===== config.mk =====
export PLATFORM = sky130hd
export DESIGN_NAME = autosa_cacc_regfile_consumer
export DESIGN_NICKNAME = d
export VERILOG_FILES = /design/src/rtl/autosa_cacc_regfile_consumer.sv
export SDC_FILE = /design/constraint.sdc
export NUM_CORES = 1
export LEC_CHECK = 0
export ABC_AREA = 1
export BUFFER_PORTS_ARGS = -buffer_cell sky130_fd_sc_hd__buf_2
export CORE_AREA = 2 2 39 41
export CTS_CLUSTER_DIAMETER = 100
export CTS_CLUSTER_SIZE = 20
export DETAILED_ROUTE_END_ITERATION = 7
export DIE_AREA = 0 0 41 43
export PLACE_DENSITY = 0.66
export REMOVE_ABC_BUFFERS = 1
export SYNTH_ARGS = -nofsm -noshare
export SYNTH_HDL_FRONTEND = slang
export SYNTH_SLANG_ARGS = --single-unit

===== constraint.sdc =====
create_clock -name autosa_core_clk -period 1.4 [get_ports autosa_core_clk]
set_input_delay 0.28 -clock autosa_core_clk [delete_from_list [all_inputs] [get_ports autosa_core_clk]]
set_output_delay 0.28 -clock autosa_core_clk [all_outputs]
set_load 0.005 [all_outputs]

===== src/rtl/autosa_cacc_regfile_consumer.sv =====
// rtl/autosa_cacc_regfile_consumer.sv - CACC ping-pong register-group consumer FSM
// Optional BUSY watchdog and dp_timeout output enabled by AUTOSA_CACC_CONSUMER_TIMEOUT_EN.
module autosa_cacc_regfile_consumer #(
  parameter int TIMEOUT_CYCLES = 65535,
  parameter int TMO_CNT_W      = 16
) (
  input  logic       autosa_core_clk,
  input  logic       autosa_core_rst,
  input  logic       producer,
  input  logic       op_en_wr_en,
  input  logic       op_en_wr_data,
  input  logic       dp_done,
  output logic       consumer,
  output logic [1:0] status_0,
  output logic [1:0] status_1,
  output logic       op_en_0,
  output logic       op_en_1,
  output logic       cfg_sel,
  output logic       dp_start,
  output logic       dp_busy,
`ifdef AUTOSA_CACC_CONSUMER_TIMEOUT_EN
  output logic       dp_timeout,
`endif
  output logic [1:0] intr_done
);

  typedef enum logic [1:0] {
    S_IDLE   = 2'd0,
    S_BUSY   = 2'd1,
    S_RETIRE = 2'd2
  } state_t;

  localparam logic [1:0] ST_IDLE    = 2'd0;
  localparam logic [1:0] ST_RUNNING = 2'd1;
  localparam logic [1:0] ST_PENDING = 2'd2;

  state_t     state;
  logic [1:0] op_en;
  logic [1:0] op_en_nxt;
  logic       wr_ignored;
  logic       done_ok;
  logic       retire_go;

  // The dp_start register marks the launch cycle; a done in that cycle is stale.
  assign done_ok = (state == S_BUSY) && !dp_start && dp_done;

`ifdef AUTOSA_CACC_CONSUMER_TIMEOUT_EN
  localparam logic [TMO_CNT_W-1:0] TMO_LAST = TMO_CNT_W'(TIMEOUT_CYCLES - 1);

  logic [TMO_CNT_W-1:0] tmo_cnt;
  logic                 tmo_hit;

  // Counter holds (busy cycle index - 1), so the hit lands in the TIMEOUT_CYCLES-th busy cycle.
  assign tmo_hit    = (state == S_BUSY) && (tmo_cnt == TMO_LAST);
  assign retire_go  = done_ok || tmo_hit;
  assign dp_timeout = tmo_hit && !done_ok;
`else
  logic unused_cfg;
  assign unused_cfg = ^{TIMEOUT_CYCLES[0], TMO_CNT_W[0]};
  assign retire_go  = done_ok;
`endif

  // Clearing the running group is refused; a software set during RETIRE beats the hardware clear.
  assign wr_ignored = !op_en_wr_data && (state != S_IDLE) && (producer == consumer);

  always_comb begin
    op_en_nxt = op_en;
    if (state == S_RETIRE) begin
      op_en_nxt[consumer] = 1'b0;
    end
    if (op_en_wr_en && !wr_ignored) begin
      op_en_nxt[producer] = op_en_wr_data;
    end
  end

  always_ff @(posedge autosa_core_clk) begin
    if (autosa_core_rst) begin
      state     <= S_IDLE;
      consumer  <= 1'b0;
      op_en     <= 2'b00;
      dp_start  <= 1'b0;
      dp_busy   <= 1'b0;
      intr_done <= 2'b00;
`ifdef AUTOSA_CACC_CONSUMER_TIMEOUT_EN
      tmo_cnt   <= '0;
`endif
    end else begin
      op_en     <= op_en_nxt;
      dp_start  <= 1'b0;
      intr_done <= 2'b00;
      case (state)
        S_IDLE: begin
          if (op_en[consumer]) begin
            state    <= S_BUSY;
            dp_start <= 1'b1;
            dp_busy  <= 1'b1;
`ifdef AUTOSA_CACC_CONSUMER_TIMEOUT_EN
            tmo_cnt  <= '0;
`endif
          end
        end
        S_BUSY: begin
`ifdef AUTOSA_CACC_CONSUMER_TIMEOUT_EN
          tmo_cnt <= tmo_cnt + 1'b1;
`endif
          if (retire_go) begin
            state     <= S_RETIRE;
            dp_busy   <= 1'b0;
            intr_done <= consumer ? 2'b10 : 2'b01;
          end
        end
        S_RETIRE: begin
          consumer <= ~consumer;
          state    <= S_IDLE;
        end
        default: begin
          state <= S_IDLE;
        end
      endcase
    end
  end

  always_comb begin
    status_0 = ST_IDLE;
    status_1 = ST_IDLE;
    if (op_en[0]) begin
      status_0 = (consumer == 1'b0) ? ST_RUNNING : ST_PENDING;
    end
    if (op_en[1]) begin
      status_1 = (consumer == 1'b1) ? ST_RUNNING : ST_PENDING;
    end
  end

  assign op_en_0 = op_en[0];
  assign op_en_1 = op_en[1];
  assign cfg_sel = consumer;

endmodule


==> flow_summary.rst, run 1 <==
.. list-table::
   :header-rows: 1

   * - Metric
     - Value
   * - Run status
     - complete, no violations
   * - Final period utilization
     - 0.9487
   * - Most instantiated library cell after synthesis
     - nand2_1
   * - Total GRT Usage
     - 0.1255
   * - Final weighted congestion in routability-driven placement
     - 0.7793
   * - Internal reg-to-reg setup slack
     - 0.31 ns
   * - Remaining number of nets flagged by the antenna check after routing
     - 0
   * - Skew final
     - 0.003024 ns
   * - Count of flip-flops with a built-in enable after synthesis
     - 0
   * - Row count
     - 14
   * - Count of routing violations after the opening detailed-route iteration
     - 5
   * - Initial antenna violation count
     - 0
   * - Class of the worst hold path
     - primary input to register
   * - Max Fanout on Critical Path
     - 10
   * - Critical setup path kind
     - register to primary output
   * - Placed wire-length estimate after detailed placement
     - 743.9 um
   * - WL final
     - 937 um
   * - Final sum of negative setup slack
     - 0 ns
   * - Clock transition at path regs
     - 0.07 ns
   * - Number of buffers on the longest clock path
     - 2
   * - Vias per Instance
     - 4.433
   * - Number of max-slew violations in the final report
     - 0
   * - Number of synthesized register bits
     - 9
   * - Area of the die
     - 0.001763 mm2
   * - Count of H-tree levels built during CTS
     - 1
   * - Top-level I/O count
     - 18
   * - Reg-to-reg critical path endpoint
     - op_en[0]$_SDFF_PP0_
   * - Final antenna diode count
     - 0
   * - Residual DRC count
     - 0
   * - Total power per unit cell area
     - 925.6 mW/mm2
   * - Worst-Skew Late Latency
     - 0.26 ns
   * - Origin of the worst min-delay path
     - autosa_core_rst
   * - First-pass iteration count of the detailed router
     - 4
   * - Startpoint Class
     - register
   * - Async S/R FF share, synth
     - 0
   * - Setup Fix Bufs, Post-CTS
     - 0
   * - Worst-case reg-to-reg path depth
     - 6
   * - Least setup slack across all paths after layout
     - 0.07181 ns
   * - Endpoint required time on the critical path
     - 1.12 ns
   * - Post-synthesis to final-layout area growth
     - 24.94%
   * - Actual transition at the worst max-transition pin
     - 0.2453 ns
   * - Number of clock buffers inserted by TritonCTS
     - 3
   * - Number of hold violations in the final report
     - 0
   * - Worst reg2reg startpoint
     - cfg_sel$_SDFFE_PP0N_
   * - Synthesized area
     - 481.7 um2
   * - GRT overflow
     - 0
   * - Number of I/O port buffers
     - 17
   * - Root buffer selected by CTS
     - clkbuf_4
   * - Total core area
     - 0.001384 mm2
   * - Wire length per cell
     - 9.010 um
   * - Terminating pin of the worst hold path
     - op_en[1]$_SDFF_PP0_
   * - Worst-case headroom to the max-slew limit
     - 0.8363
   * - Placement-stage worst setup slack
     - 0.2885 ns
   * - Maximum number of pins on one net before global-route repair
     - 11
   * - Leakage
     - 0.3079 nW
   * - Number of vias after detailed routing
     - 461
   * - Cell type contributing the most total cell area after synthesis
     - dfxtp_1
   * - Floorplan die width
     - 41 um
   * - Top flip-flop cell by instance count after synthesis
     - dfxtp_1
   * - Starting Density
     - 0.3481
   * - Global-route wire length before repair
     - 1.490 mm
   * - Cells taking the most area after synthesis
     - dfxtp_1, nand2_1, inv_1, nor2_2, nand3_1
   * - Area share of the leading cell type in the synthesized netlist
     - 0.3740
   * - Max-cap viol count
     - 0
   * - Maximum vdd ir drop
     - 435.4 uV
   * - Top post-synthesis cells by count
     - nand2_1, inv_1, dfxtp_1, nor2_2, nand3_1
   * - Sequential-to-total area share from yosys stat
     - 0.3740
   * - Final setup violating endpoints
     - 0
   * - Clock tree from TritonCTS
     - built
   * - Post-CTS resize count
     - 0
   * - Time the final worst path needs with I/O delays and setup
     - 1.328 ns
   * - RSZ-0062 raised after global routing
     - no
   * - Max Freq
     - 752.9 MHz
   * - Share of layout cells above drive strength 1
     - 0.3977
   * - Die height
     - 43 um
   * - Number of warnings printed during yosys synthesis
     - 0
   * - Count of hold buffers inserted by post-cts repair
     - 0
   * - Number of cells on the worst hold path
     - 2
   * - Count of mapped cells out of synthesis
     - 69
   * - Category of the worst setup path capture point
     - primary output
   * - Synthesized area per cell
     - 6.981 um2
   * - Number of global-route vias before repair
     - 379
   * - Count of unique library cells instantiated by Yosys
     - 21
   * - Total number of clock tree sinks
     - 9
   * - Setup crit start
     - cfg_sel$_SDFFE_PP0N_
   * - Fin nets
     - 95
   * - Critical path data arrival time
     - 1.05 ns
==> layout by cell type (no fill, tap or decap), drive strengths merged <==
master / Yosys / layout
buf: 2 / 18
nand2: 18 / 18
inv: 13 / 13
dfxtp: 9 / 9
nor2: 9 / 9
nand3: 4 / 4
clkbuf: 1 / 4
a21oi: 3 / 3
o31ai: 2 / 2
nor3: 2 / 2
o21ai: 2 / 2
o21bai: 1 / 1
clkinv: 1 / 1
xnor2: 1 / 1
a31oi: 1 / 1
==> cell type report <==
type / instances / area (um2)
fillers: 168 / 782.0
repair buffers: 18 / 96.34
well taps: 16 / 20.02
clock buffers: 4 / 26.28
multi-input cells: 43 / 221.5
flip-flops and latches: 9 / 180.2
inverters: 14 / 57.56
==> per-layer routing <==
| layer | GRT usage | vias to the layer above | part of all wire |
|---|---|---|---|
| met5 | 0 | - | 0 |
| met4 | 0.04000 | 0 | 0 |
| met3 | 0.06283 | 0 | 0.086 |
| met2 | 0.1844 | 15 | 0.45 |
| met1 | 0.1543 | 198 | 0.46 |
| li1 | - | 248 | - |
==> report_power, final <==
group          switching [mW]  internal, mW
logic                  0.0419        0.0318
clock network          0.0989         0.110
registers             0.00870         0.266
total                   0.150         0.408
==> through the flow <==
| step | cells | hold WS, ns | util | cell area [um2] | power (mW) |
|---|---|---|---|---|---|
| after detailed placement | 100 | 0.4530 | 0.4132 | 571.8 | 0.3541 |
| after global placement | 100 | 0.4476 | 0.4132 | 571.8 | 0.3535 |
| after global routing | 104 | 0.3109 | 0.4349 | 601.8 | 0.5926 |
| after CTS | 104 | 0.2946 | 0.4322 | 598.1 | 0.5670 |
| after floorplan | 66 | 0.3424 | - | 459.2 | 0.3220 |
| final | 104 | 0.2993 | 0.4349 | 601.8 | 0.5571 |
==> registers in the layout (all words and copies together) (netlist names) <==
register,flops
dp_start,1
dp_busy,1
op_en,2
cfg_sel,1
intr_done,2
state,2
==> worst max path at each step <==
stage / to / slack, ns / depth (start not counted)
floorplan: op_en[0]$_SDFF_PP0_ / 0.26 / 7
global placement: op_en[1]$_SDFF_PP0_ / 0.31 / 6
detailed placement: op_en[0]$_SDFF_PP0_ / 0.29 / 6
CTS: status_1[0] / 0.03 / 4
global route: status_1[0] / 0.01 / 4
finish: status_1[0] / 0.07 / 4
==> critical path, cell delays in order (launching register included) <==
cell and delay, ns:
dfxtp_1 0.41, buf_6 0.17, nand2_2 0.05, inv_2 0.05, buf_2 0.10
==> logic make-up after synthesis <==
| logic type | share of synthesized area |
|---|---|
| compound gates | 0.1273 |
| xor+xnor | 0.01819 |
| buf+inv | 0.1662 |
| flops | 0.3740 |
| simple gates | 0.3143 |
Note: power is estimated with default switching activity, not from simulation.
==> inputs of run 2 (changes only) <==
==> constraint.sdc (replaced) <==
create_clock -name autosa_core_clk -period 1.7 [get_ports autosa_core_clk]
set_input_delay 0.34 -clock autosa_core_clk [delete_from_list [all_inputs] [get_ports autosa_core_clk]]
set_output_delay 0.34 -clock autosa_core_clk [all_outputs]
set_load 0.005 [all_outputs]
==> run 2 against run 1 <==
Effect of this change: wire length decreased by 0.85%; first-iteration DRC count grew to 2.6 times the previous value; clock skew down 0.0023 ns; critical path depth is 1 lower; sequential share of layout area up 0.57 points; core utilization is 0.81 points lower; largest power group unchanged.
==> flow_summary.rst, run 2 (synthesis results as in run 1) <==
.. list-table::
   :header-rows: 1

   * - Metric
     - Value
   * - Final antenna diode count
     - 0 (unchanged)
   * - Final setup violating endpoints
     - 0 (unchanged)
   * - Most frequent standard cell in the layout excluding fill and tap cells
     - buf_2
   * - Area occupied by multi-input gates
     - 221.5 um2 (unchanged)
   * - Switching share of total power
     - 0.2755 (+0.007021)
   * - Origin of the worst min-delay path
     - autosa_core_rst
   * - Total core area
     - 0.001384 mm2 (unchanged)
   * - First-pass iteration count of the detailed router
     - 4 (unchanged)
   * - Worst-Skew Late Latency
     - 0.27 ns (about the same)
   * - Row count
     - 14 (unchanged)
   * - Count of routing violations after the opening detailed-route iteration
     - 13 (+8)
   * - Root buffer selected by CTS
     - clkbuf_4
   * - Number of buffers on the longest clock path
     - 2 (unchanged)
   * - Starting Density
     - 0.3481 (unchanged)
   * - Setup Fix Bufs, Post-CTS
     - 0 (unchanged)
   * - Final weighted congestion in routability-driven placement
     - 0.7912 (+1.5%)
   * - Net switching power
     - 0.1273 mW (-15%)
   * - Final period utilization
     - 0.8838
   * - Leakage
     - 0.3017 nW (-2.0%)
   * - Placed wire-length estimate after detailed placement
     - 727.3 um (-2.2%)
   * - Critical path data arrival time
     - 1.16 ns (+0.11 ns)
   * - Category of the worst setup path capture point
     - primary output
   * - Maximum number of pins on one net before global-route repair
     - 13 (+2)
   * - Internal reg-to-reg setup slack
     - 0.43 ns (+0.12 ns)
   * - Clock tree from TritonCTS
     - built
   * - Class of the worst hold path
     - primary input to register
   * - Clk network pwr share
     - 0.383 (+0.008)
   * - Initial antenna violation count
     - 0 (unchanged)
   * - Terminating pin of the worst hold path
     - op_en[1]$_SDFF_PP0_
   * - Max Freq
     - 665.6 MHz
   * - Number of cells on the worst hold path
     - 2 (unchanged)
   * - Commonest non-fill, non-tap cells in the layout
     - buf_2, nand2_1, inv_1, dfxtp_1, nor2_2
   * - Fin nets
     - 94 (-1.1%)
   * - Combinational fraction of design power
     - 0.125 (-0.007)
   * - Post-synthesis to final-layout area growth
     - 22.60%
   * - Total number of clock tree sinks
     - 9 (unchanged)
   * - Top-level I/O count
     - 18 (unchanged)
   * - Largest regs
     - intr_done: 2 flops, op_en: 2 flops, state: 2 flops
   * - Max Fanout on Critical Path
     - 12 (+2)
   * - Number of global-route vias before repair
     - 358 (-5.5%)
   * - Critical setup path kind
     - register to primary output
   * - Count of hold buffers inserted by post-cts repair
     - 0 (unchanged)
   * - Storage cell area
     - 180.2 um2 (unchanged)
   * - Die height
     - 43 um (unchanged)
   * - Share of layout cells above drive strength 1
     - 0.3908 (-0.006923)
   * - Total power per unit cell area
     - 782.3 mW/mm2 (-15%)
   * - Worst stage delay on the critical path
     - 0.64 ns (+0.23 ns)
   * - Number of clock buffers inserted by TritonCTS
     - 3 (unchanged)
   * - Worst reg2reg startpoint
     - cfg_sel$_SDFFE_PP0N_
   * - Actual transition at the worst max-transition pin
     - 0.5035 ns (+0.2582 ns)
   * - Number of vias after detailed routing
     - 469 (+1.7%)
   * - Total GRT Usage
     - 0.1145 (-0.01104)
   * - Number of hold violations in the final report
     - 0 (unchanged)
   * - Worst-case reg-to-reg path depth
     - 7 (+1)
   * - Clock transition at path regs
     - 0.06 ns (about the same)
   * - Global-route wire length before repair
     - 1.373 mm (-7.9%)
   * - Maximum vdd ir drop
     - 256.6 uV (-41%)
   * - Crit path cell chain
     - nand2_1, inv_1, buf_2
   * - Startpoint Class
     - register
   * - Cells after DPL
     - 99 (-1.0%)
   * - Time the final worst path needs with I/O delays and setup
     - 1.502 ns
   * - WL final
     - 929 um (-0.85%)
   * - Count of H-tree levels built during CTS
     - 1 (unchanged)
   * - Number of max-slew violations in the final report
     - 0 (unchanged)
   * - Worst-case headroom to the max-slew limit
     - 0.6639 (-0.1724)
   * - Flop pwr share
     - 0.492 (about the same)
   * - Post-CTS resize count
     - 0 (unchanged)
   * - GRT overflow
     - 0 (unchanged)
   * - Vias per Instance
     - 4.553 (+2.7%)
   * - Non-Filler Instances
     - 103 (-0.96%)
   * - RSZ-0062 raised after global routing
     - no
   * - Cell-internal power
     - 0.3348 mW (-18%)
   * - Endpoint required time on the critical path
     - 1.36 ns (+0.24 ns)
   * - Remaining number of nets flagged by the antenna check after routing
     - 0 (unchanged)
   * - Residual DRC count
     - 0 (unchanged)
   * - Wire length per cell
     - 9.019 um (+0.11%)
   * - Final sum of negative setup slack
     - 0 ns (unchanged)
   * - Skew final
     - 0.0007102 ns (-0.002314 ns)
   * - Run status
     - complete, no violations
   * - Layout filler cell count
     - 150 (-11%)
   * - Floorplan die width
     - 41 um (unchanged)
   * - Max-cap viol count
     - 0 (unchanged)
   * - Area of the die
     - 0.001763 mm2 (unchanged)
   * - Number of I/O port buffers
     - 17 (unchanged)
   * - Reg-to-reg critical path endpoint
     - op_en[1]$_SDFF_PP0_
   * - Max stage delay cell, worst path
     - dfxtp_1
run 2: how the worst max path moves through the flow:
stage / start / endpoint / slack, ns / cells after the start
after floorplan: cfg_sel$_SDFFE_PP0N_ / op_en[0]$_SDFF_PP0_ / 0.56 / 7
after global placement: cfg_sel$_SDFFE_PP0N_ / status_0[1] / 0.50 / 3
after detailed placement: cfg_sel$_SDFFE_PP0N_ / op_en[0]$_SDFF_PP0_ / 0.45 / 7
after CTS: cfg_sel$_SDFFE_PP0N_ / status_0[1] / 0.17 / 3
after global routing: cfg_sel$_SDFFE_PP0N_ / status_0[1] / 0.10 / 3
final: cfg_sel$_SDFFE_PP0N_ / status_0[1] / 0.20 / 3
run 2: critical path, delay by kind of cell (launching register included):
family | cells | cell delay (ns)
flops | 1 | 0.64
buf+inv | 2 | 0.16
simple gates | 1 | 0.09
run 2: area by class of cell:
cell class                 instances  area share
multi-input combinational         43      0.3750
sequential                         9      0.3051
timing repair buffer              17      0.1441
inverter                          14     0.09746
clock buffer                       4     0.04449
tap                               16     0.03390
run 2: power groups by stage:
stage,Clock (mW),Sequential (mW),Combinational [mW]
global route,0.191,0.229,0.0654
global placement,0,0.232,0.0584
CTS,0.186,0.227,0.0585
detailed placement,0,0.232,0.0584
finish,0.177,0.227,0.0578
floorplan,0,0.232,0.0332
run 2: stage by stage:
stage | util | instance area, um2 | setup WS (ns) | total power, mW | hold slack, ns
finish | 0.4268 | 590.6 | 0.1976 | 0.4620 | 0.3519
detailed placement | 0.4078 | 564.3 | 0.4471 | 0.2905 | 0.4498
global route | 0.4268 | 590.6 | 0.1010 | 0.4855 | 0.3597
CTS | 0.4268 | 590.6 | 0.1726 | 0.4722 | 0.3391
global placement | 0.4078 | 564.3 | 0.5008 | 0.2907 | 0.4517
floorplan | - | 459.2 | 0.5552 | 0.2652 | 0.4024
run 2: per-layer routing:
| layer | track usage | routed length (um) |
|---|---|---|
| met1 | 0.1286 | 384 |
| met2 | 0.1844 | 437 |
| met3 | 0.04712 | 92 |
| met4 | 0.04000 | 14 |
| met5 | 0 | 0 |
